<file path="src/rtl/reg_transfer_ctrl_if.sv">
// Handshake and data-bus bundle between the transfer controller and its register bank.
// Signals:
//   req, op, src, dst  - transfer request and its operands (op 0 = MOVE, 1 = EXG)
//   bus_a              - shared read bus, driven by the register whose en_a bit is high
//   en_a, en_b, s      - one-hot read enable, write-port enable, store strobe
//   wbus               - write data presented to every register's d input
//   busy, done, err    - status: transfer in progress, completion pulse, request-while-busy pulse
// Modports: master = controller side, slave = requester/register-bank side.
interface reg_transfer_ctrl_if #(
   parameter int W = 32,
   parameter int N = 8
);
   logic         req;
   logic         op;
   logic [2:0]   src;
   logic [2:0]   dst;
   logic [W-1:0] bus_a;
   logic [N-1:0] en_a;
   logic [N-1:0] en_b;
   logic [N-1:0] s;
   logic [W-1:0] wbus;
   logic         busy;
   logic         done;
   logic         err;

   modport master (
      input  req, op, src, dst, bus_a,
      output en_a, en_b, s, wbus, busy, done, err
   );

   modport slave (
      output req, op, src, dst, bus_a,
      input  en_a, en_b, s, wbus, busy, done, err
   );
endinterface

</file>
<file path="src/rtl/reg_transfer_ctrl.sv">
// Register transfer controller: moves (MOVE) or swaps (EXG) the contents of two
// registers in a bank that shares one read bus and one write bus.
// Ports:
//   clk  - single clock, rising edge
//   rst  - synchronous active-high reset
//   bus  - reg_transfer_ctrl_if.master (request, operands, bus_a in; enables, strobe,
//          wbus, busy/done/err out)
// Parameters: W data width, N number of registers (N <= 8, 3-bit index).
//
// state | meaning
// IDLE  | waiting for req; operands latched on accept
// RD0   | en_a[src] high, bus_a captured into tmp0
// RD1   | EXG only: en_a[dst] high, bus_a captured into tmp1
// WR0   | wbus = tmp0, en_b/s on dst
// WR1   | EXG only: wbus = tmp1, en_b/s on src
// FIN   | done pulse, busy low, back to IDLE
//
// All outputs are registered: each is loaded on the edge that enters the state in
// which it must be visible.
module reg_transfer_ctrl #(
   parameter int W = 32,
   parameter int N = 8
) (
   input logic                clk,
   input logic                rst,
   reg_transfer_ctrl_if.master bus
);

   typedef enum logic [2:0] {
      IDLE = 3'd0,
      RD0  = 3'd1,
      RD1  = 3'd2,
      WR0  = 3'd3,
      WR1  = 3'd4,
      FIN  = 3'd5
   } state_t;

   state_t       state;
   logic         op_q;
   logic [2:0]   src_q;
   logic [2:0]   dst_q;
   logic [W-1:0] tmp0;
   logic [W-1:0] tmp1;
   logic [N-1:0] en_a_q;
   logic [N-1:0] en_b_q;
   logic [N-1:0] s_q;
   logic [W-1:0] wbus_q;
   logic         busy_q;
   logic         done_q;
   logic         err_q;

   function automatic logic [N-1:0] onehot(input logic [2:0] idx);
      logic [N-1:0] v;
      v = '0;
      for (int i = 0; i < N; i++) begin
         if (idx == 3'(i)) v[i] = 1'b1;
      end
      return v;
   endfunction

   always_ff @(posedge clk) begin
      if (rst) begin
         state  <= IDLE;
         op_q   <= 1'b0;
         src_q  <= '0;
         dst_q  <= '0;
         tmp0   <= '0;
         tmp1   <= '0;
         en_a_q <= '0;
         en_b_q <= '0;
         s_q    <= '0;
         wbus_q <= '0;
         busy_q <= 1'b0;
         done_q <= 1'b0;
         err_q  <= 1'b0;
      end else begin
         en_a_q <= '0;
         en_b_q <= '0;
         s_q    <= '0;
         wbus_q <= '0;
         busy_q <= 1'b0;
         done_q <= 1'b0;
         // A request seen in any state other than IDLE (FIN included) is rejected.
         err_q  <= bus.req && (state != IDLE);
         case (state)
            IDLE: begin
               if (bus.req) begin
                  op_q  <= bus.op;
                  src_q <= bus.src;
                  dst_q <= bus.dst;
                  if (bus.src == bus.dst) begin
                     state  <= FIN;
                     done_q <= 1'b1;
                  end else begin
                     state  <= RD0;
                     en_a_q <= onehot(bus.src);
                     busy_q <= 1'b1;
                  end
               end
            end
            RD0: begin
               tmp0   <= bus.bus_a;
               busy_q <= 1'b1;
               if (op_q) begin
                  state  <= RD1;
                  en_a_q <= onehot(dst_q);
               end else begin
                  // MOVE writes the value being captured right now, so bypass tmp0.
                  state  <= WR0;
                  wbus_q <= bus.bus_a;
                  en_b_q <= onehot(dst_q);
                  s_q    <= onehot(dst_q);
               end
            end
            RD1: begin
               tmp1   <= bus.bus_a;
               state  <= WR0;
               busy_q <= 1'b1;
               wbus_q <= tmp0;
               en_b_q <= onehot(dst_q);
               s_q    <= onehot(dst_q);
            end
            WR0: begin
               if (op_q) begin
                  state  <= WR1;
                  busy_q <= 1'b1;
                  wbus_q <= tmp1;
                  en_b_q <= onehot(src_q);
                  s_q    <= onehot(src_q);
               end else begin
                  state  <= FIN;
                  done_q <= 1'b1;
               end
            end
            WR1: begin
               state  <= FIN;
               done_q <= 1'b1;
            end
            FIN: begin
               state <= IDLE;
            end
            default: begin
               state <= IDLE;
            end
         endcase
      end
   end

   assign bus.en_a = en_a_q;
   assign bus.en_b = en_b_q;
   assign bus.s    = s_q;
   assign bus.wbus = wbus_q;
   assign bus.busy = busy_q;
   assign bus.done = done_q;
   assign bus.err  = err_q;

endmodule

</file>
<file path="src/flat_wrapper.sv">
// flat-port wrapper written by rule: the top's interface ports become plain ports
module reg_transfer_ctrl_flat 
#(
   parameter int W = 32,
   parameter int N = 8
)
  (clk, rst, bus_req, bus_op, bus_src, bus_dst, bus_bus_a, bus_en_a, bus_en_b, bus_s, bus_wbus, bus_busy, bus_done, bus_err);
  reg_transfer_ctrl_if #(.W(W), .N(N)) bus_i ();
  input logic clk;
  input logic rst;
  input wire logic [$bits(bus_i.req)-1:0] bus_req;
  input wire logic [$bits(bus_i.op)-1:0] bus_op;
  input wire logic [$bits(bus_i.src)-1:0] bus_src;
  input wire logic [$bits(bus_i.dst)-1:0] bus_dst;
  input wire logic [$bits(bus_i.bus_a)-1:0] bus_bus_a;
  output wire logic [$bits(bus_i.en_a)-1:0] bus_en_a;
  output wire logic [$bits(bus_i.en_b)-1:0] bus_en_b;
  output wire logic [$bits(bus_i.s)-1:0] bus_s;
  output wire logic [$bits(bus_i.wbus)-1:0] bus_wbus;
  output wire logic [$bits(bus_i.busy)-1:0] bus_busy;
  output wire logic [$bits(bus_i.done)-1:0] bus_done;
  output wire logic [$bits(bus_i.err)-1:0] bus_err;
  assign bus_i.req = bus_req;
  assign bus_i.op = bus_op;
  assign bus_i.src = bus_src;
  assign bus_i.dst = bus_dst;
  assign bus_i.bus_a = bus_bus_a;
  assign bus_en_a = bus_i.en_a;
  assign bus_en_b = bus_i.en_b;
  assign bus_s = bus_i.s;
  assign bus_wbus = bus_i.wbus;
  assign bus_busy = bus_i.busy;
  assign bus_done = bus_i.done;
  assign bus_err = bus_i.err;
  reg_transfer_ctrl #(.W(W), .N(N)) u_core (.clk(clk), .rst(rst), .bus(bus_i));
endmodule
</file>
<file path="config.mk">
export PLATFORM = sky130hd
export DESIGN_NAME = reg_transfer_ctrl_flat
export DESIGN_NICKNAME = d
export VERILOG_FILES = /design/src/rtl/reg_transfer_ctrl_if.sv /design/src/rtl/reg_transfer_ctrl.sv /design/src/flat_wrapper.sv
export SDC_FILE = /design/constraint.sdc
export NUM_CORES = 1
export LEC_CHECK = 0
export CORE_ASPECT_RATIO = 1.1
export CORE_MARGIN = 3
export CORE_UTILIZATION = 56
export DETAILED_ROUTE_END_ITERATION = 12
export GPL_ROUTABILITY_DRIVEN = 0
export PLACE_DENSITY = 0.85
export SETUP_SLACK_MARGIN = 0.3
export SYNTH_ARGS = -nofsm -noshare
export SYNTH_HDL_FRONTEND = slang
export SYNTH_SLANG_ARGS = --single-unit
</file>
<file path="constraint.sdc">
create_clock -name clk -period 3.09 [get_ports clk]
set_input_delay 0.7725 -clock clk [delete_from_list [all_inputs] [get_ports clk]]
set_output_delay 0.7725 -clock clk [all_outputs]
set_load 0.01 [all_outputs]
</file>
Yosys cells after proc, flatten, opt, wreduce, memory -nomap -nowiden:

Cells that the tools add are included.

* input bits: 42
* output and inout port bits: 59
* register bits after elaboration: 125
* word-level logic and storage cells: 94

* equality and inequality tests: 27
* reduce and logical (&&, ||, !) cells: 8
* muxes and demuxes: 47

Operators by type and width (number)
* 32-bit case mux with 3 select lines: 1
* 32-bit 2-to-1 mux: 2
* 8-bit 2-to-1 mux: 5
* 3-bit equality test, second input constant: 13
* 1-bit 2-to-1 mux: 32
* 3-bit by 2-bit equality test with 1-bit output, second input constant: 8
* 8-bit case mux with 3 select lines: 1
* 8-bit case mux with 2 select lines: 1
* 3-bit case mux with 5 select lines: 1
* 3-bit by 1-bit equality test with 1-bit output, second input constant: 4
* 3-bit logical NOT: 4
* 3-bit 2-to-1 mux: 2
* 1-bit case mux with 3 select lines: 2
* 3-bit equality test: 1
* 3-bit nonzero test: 1
* 2-bit != test, second input constant: 1
* 2-bit AND reduction: 1
* 2-bit OR reduction: 1
* 1-bit logical AND: 1

Longest topological paths before layout:

* depth after elaboration: 5
* mapped depth: 6
* gate-level depth less buffers: 3

Worst setup path after synthesis:

Ideal clock, no wire load.

* kind: in2reg
* start: input bus_req
* end: register u_core.done_q, in the netlist u_core.bus.done
* path buffers: 1
* slack: 1.301 ns
* data arrival time: 1.731 ns
* library setup time: 0.058 ns
* stages on the path: 4
* required time: 3.032 ns
* cells stage by stage: or4b_4 -> buf_6 -> nor4_2 -> o21a_1

* cells in the longest elaborated chain, start to end: 2

RTL lines
* start: declaration: line flat_wrapper.sv:11 `input wire logic [$bits(bus_i.req)-1:0] bus_req;`
* 1-bit 2-to-1 mux: line reg_transfer_ctrl.sv:87 `if (bus.req) begin`
* 1-bit case mux with 3 select lines: line reg_transfer_ctrl.sv:85 `case (state)`
* end signal: assignment: line reg_transfer_ctrl.sv:74 `done_q <= 1'b0;`
* end signal: assignment: line reg_transfer_ctrl.sv:82 `done_q <= 1'b0;`
* end signal: assignment: line reg_transfer_ctrl.sv:93 `done_q <= 1'b1;`
* end: declaration: line reg_transfer_ctrl.sv:49 `logic done_q;`

No other way between the ends.
A chain may end at the register's enable or synchronous reset.

Worst setup path after layout:

* start: register u_core.state[2]
* end: register u_core.tmp1[25]

* cells in the longest elaborated chain, start to end: 1

RTL lines
* start: declaration: line reg_transfer_ctrl.sv:38 `state_t state;`
* start signal: assignment: line reg_transfer_ctrl.sv:63 `state <= IDLE;`
* start signal: assignment: line reg_transfer_ctrl.sv:92 `state <= FIN;`
* start signal: assignment: line reg_transfer_ctrl.sv:95 `state <= RD0;`
* 3-bit by 2-bit equality test with 1-bit output: line reg_transfer_ctrl.sv:85
* end signal: assignment: line reg_transfer_ctrl.sv:116 `tmp1 <= bus.bus_a;`
* end: declaration: line reg_transfer_ctrl.sv:43 `logic [W-1:0] tmp1;`

No other way between the ends.

==> key figures <==
Clock tree
  • Root cell of the clock tree: sky130_fd_sc_hd__clkbuf_8
  • Clock insertion delay at the later pin of the skew report: 0.52 ns
  • TritonCTS Sinks: 125
  • Clock tree from TritonCTS: done
  • Clock transition time at the flip-flop clock pins of the worst setup and hold paths: 0.06 ns
  • Count of cells resized by post-cts repair: 0
  • CTS H-Tree Depth: 4
  • Clock buffer depth: 2
  • Post-CTS Setup Bufs: 0
  • Quantity of hold-fixing buffers added after cts: 0
  • Num CTS Buffers: 17

Synth
  • Warnings, synthesis: 0
  • Synthesized Nets: 687
  • Proportion of synthesized chip area in sequential cells: 47.82%
  • Count of distinct cell types in the synthesized netlist: 38
  • Async SR Flop Fraction: 0%
  • #FFs+latches synth: 125
  • Synthesized area per cell: 8.112 sq um
  • Most used flip-flop cell after synthesis: sky130_fd_sc_hd__dfxtp_1
  • Cell count after synthesis: 645
  • Synthesized cell area: 5233 sq um
  • Post-synth EDFFs: 0

Cells and area
  • Antenna Cells: 0
  • Final nets: 758
  • Area growth from synthesis to layout: 30.54%
  • Leading cell types in the layout, fill and taps excluded: sky130_fd_sc_hd__nand2_1, sky130_fd_sc_hd__dfxtp_1, sky130_fd_sc_hd__a21oi_1
  • Final core area utilization: 76.20%
  • Most common cell after layout, fill and taps aside: sky130_fd_sc_hd__nand2_1
  • Fraction of final layout cells with drive strength greater than 1: 7.713%

Drt
  • Post-route DRC: 0
  • Via-per-instance ratio: 5.865
  • Total via count in the routed design: 4927
  • Detail Route Antenna Nets: 0
  • Number of iterations in the first detailed-routing pass: 5
  • DRC violation total after the first TritonRoute iteration: 403
  • Routed len/inst: 16.86 um
  • Routed wire length: 14170 um

STA
  • Max Clock Skew: 0.005122 ns
  • Least-Margin Pin Slew: 1.030 ns
  • Final Slew Violations: 0
  • Final hold viol count: 0
  • Final-report setup violation count: 0
  • Setup tns final: 0 ns
  • Max-Slew Margin vs Limit: 31.21%
  • Period Utilization, post-route: 70.71%
  • Setup repair after global routing missed its margin: no
  • Setup WS post-layout: 0.9050 ns
  • Fmax achieved: 0.4577 GHz
  • Final critical-path required period: 2.185 ns

Global routing
  • Wire length of the first global-routing pass: 22940 um
  • Overflow after GRT: 0
  • Antenna violations before repair: 0
  • Largest net degree at the start of global routing: 50
  • Gr usage total: 26.89%
  • Vias in the first global route: 4924

Worst setup path
  • Critical-path top delay cell: sky130_fd_sc_hd__dfxtp_2
  • Capturing element type of the critical path: flop
  • Arrival time of the worst setup path: 2.62 ns
  • Max FO, Critical Path: 49
  • Startpoint class of the critical path: flop
  • Kind of cell adding the most delay to the critical path: flip-flops
  • List of cells traversed by the critical path: or3b_2 > nand2_1 > a21oi_1
  • Worst Path Class, Setup: flop to flop
  • Number of buffer and inverter stages on the critical path: 0
  • Largest incremental delay on the critical path: 0.94 ns
  • Required time at the endpoint of the critical path: 3.53 ns

Pwr
  • Power density relative to cell area: 674.6 nW/um^2
  • Total Power: 4.608 mW
  • Leakage power summed over all cells: 2.482 nW
  • Max IR drop VDD: 458.4 uV

Floorplan
  • Area enclosed by the die boundary: 10540 sq um
  • Die outline width: 98.17 um
  • IO Count: 101
  • Area of the placeable core: 8964 sq um
  • Initial core utilization: 58.38%
  • Row count: 36
  • Vert. Die Dim: 107.4 um

Place
  • Pre-CTS setup slack: 0.7548 ns
  • Number of buffer cells added on primary ports: 100
  • Detailed placer's ending HPWL: 8608 um

Status
  • Outcome: completed

Run
  • MaxCap Viol Count: 0

Worst hold path
  • Type of the worst min-delay path: flop to flop
==> worst register-to-register path: cells and delay by family (launching register included) <==
family	cells	cell delay (ns)
and+or+nand+nor	2	0.97
DFF	1	0.94
AOI/OAI and AO/OA	1	0.20
==> routing by layer <==
| metal | track usage, % | wire (um) |
|---|---|---|
| met3 | 6.027 | 939 |
| met4 | 13.56 | 306 |
| met2 | 46.94 | 7218 |
| met5 | 0 | 0 |
| met1 | 30.95 | 5701 |
==> power breakdown <==
part | total, mW | internal [mW] | switching, mW | leakage (nW)
Clock | 2.12 | 1.46 | 0.663 | 0.313
Sequential | 1.82 | 1.72 | 0.0994 | 1.02
Combinational | 0.660 | 0.267 | 0.393 | 1.15
Total | 4.61 | 3.45 | 1.16 | 2.48
==> cell families (layout without fill, tap and decap cells) <==
| logic type | Yosys count | in the layout | share of synthesized area, % |
|---|---|---|---|
| AO/OA/AOI/OAI | 165 | 165 | 16.93 |
| XOR/XNOR | 3 | 3 | 0.5022 |
| buffers and inverters | 64 | 145 | 5.834 |
| flip-flops | 125 | 125 | 47.82 |
| AND/OR/NAND/NOR | 288 | 288 | 28.91 |
==> cell type report <==
type	instances	area [sq um]
inverters	3	11.26
fillers	601	2133
flip-flops and latches	125	2506
multi-input cells	456	2444
repair buffers	113	1094
clock buffers	22	473.0
clock inverters	7	160.2
well taps	114	142.6
==> flip-flops by register name (all words and copies together), names as in the netlist <==
name,cells
u_core.bus.en_a,8
u_core.bus.busy,1
u_core.bus.en_b,8
u_core.dst_q,3
u_core.bus.err,1
u_core.state,3
u_core.src_q,3
u_core.tmp1,32
u_core.tmp0,32
u_core.bus.wbus,32
u_core.op_q,1
u_core.bus.done,1
==> per-stage QoR <==
| stage | std cells | hold WS, ns | area [sq um] |
|---|---|---|---|
| final | 840 | 0.4493 | 6830 |
| after detailed placement | 811 | 0.4419 | 6197 |
| after global routing | 840 | 0.4679 | 6830 |
| after CTS | 840 | 0.4496 | 6830 |
| after global placement | 811 | 0.4367 | 6197 |
| after floorplan | 645 | 0.4318 | 5233 |
==> synth_stat cells, types with 2 or more instances <==
| master | number | area share [%] |
|---|---|---|
| sky130_fd_sc_hd__nand2_1 | 178 | 13 |
| sky130_fd_sc_hd__dfxtp_1 | 125 | 48 |
| sky130_fd_sc_hd__a21oi_1 | 105 | 10 |
| sky130_fd_sc_hd__clkbuf_1 | 39 | 2.8 |
| sky130_fd_sc_hd__nor2b_1 | 36 | 4.3 |
| sky130_fd_sc_hd__o21ai_0 | 35 | 3.3 |
| sky130_fd_sc_hd__and4b_1 | 32 | 6.1 |
| sky130_fd_sc_hd__o22ai_1 | 15 | 1.8 |
| sky130_fd_sc_hd__buf_4 | 11 | 1.6 |
| sky130_fd_sc_hd__nand2b_1 | 8 | 0.96 |
| sky130_fd_sc_hd__buf_2 | 7 | 0.67 |
| sky130_fd_sc_hd__nor2_1 | 7 | 0.50 |
| sky130_fd_sc_hd__or4_1 | 4 | 0.57 |
| sky130_fd_sc_hd__inv_1 | 3 | 0.22 |
| sky130_fd_sc_hd__nand4b_1 | 3 | 0.50 |
| sky130_fd_sc_hd__nor3_1 | 3 | 0.29 |
| sky130_fd_sc_hd__nor3b_2 | 3 | 0.72 |
| sky130_fd_sc_hd__xor2_1 | 3 | 0.50 |
| sky130_fd_sc_hd__buf_1 | 2 | 0.14 |
| sky130_fd_sc_hd__buf_6 | 2 | 0.43 |
| sky130_fd_sc_hd__nand3_1 | 2 | 0.19 |
| sky130_fd_sc_hd__nand4_1 | 2 | 0.24 |
| sky130_fd_sc_hd__o211ai_1 | 2 | 0.29 |
| sky130_fd_sc_hd__o32ai_1 | 2 | 0.33 |
| sky130_fd_sc_hd__or3_1 | 2 | 0.24 |
| sky130_fd_sc_hd__or3b_2 | 2 | 0.33 |
==> path summary, 6_finish.rpt <==
kind	start	to	slack, ns	cells after the start
worst max-delay path	u_core.state[2]$_SDFFE_PP0P_	u_core.tmp1[25]$_SDFFE_PP0N_	0.91	3
worst min-delay path	u_core.tmp0[9]$_SDFFE_PP0P_	u_core.tmp0[9]$_SDFFE_PP0P_	0.45	2
worst max register to register	u_core.state[2]$_SDFFE_PP0P_	u_core.tmp1[25]$_SDFFE_PP0N_	0.91	3
worst min register to register	u_core.tmp0[9]$_SDFFE_PP0P_	u_core.tmp0[9]$_SDFFE_PP0P_	0.45	2
Power figures use the tool's default switching activity.
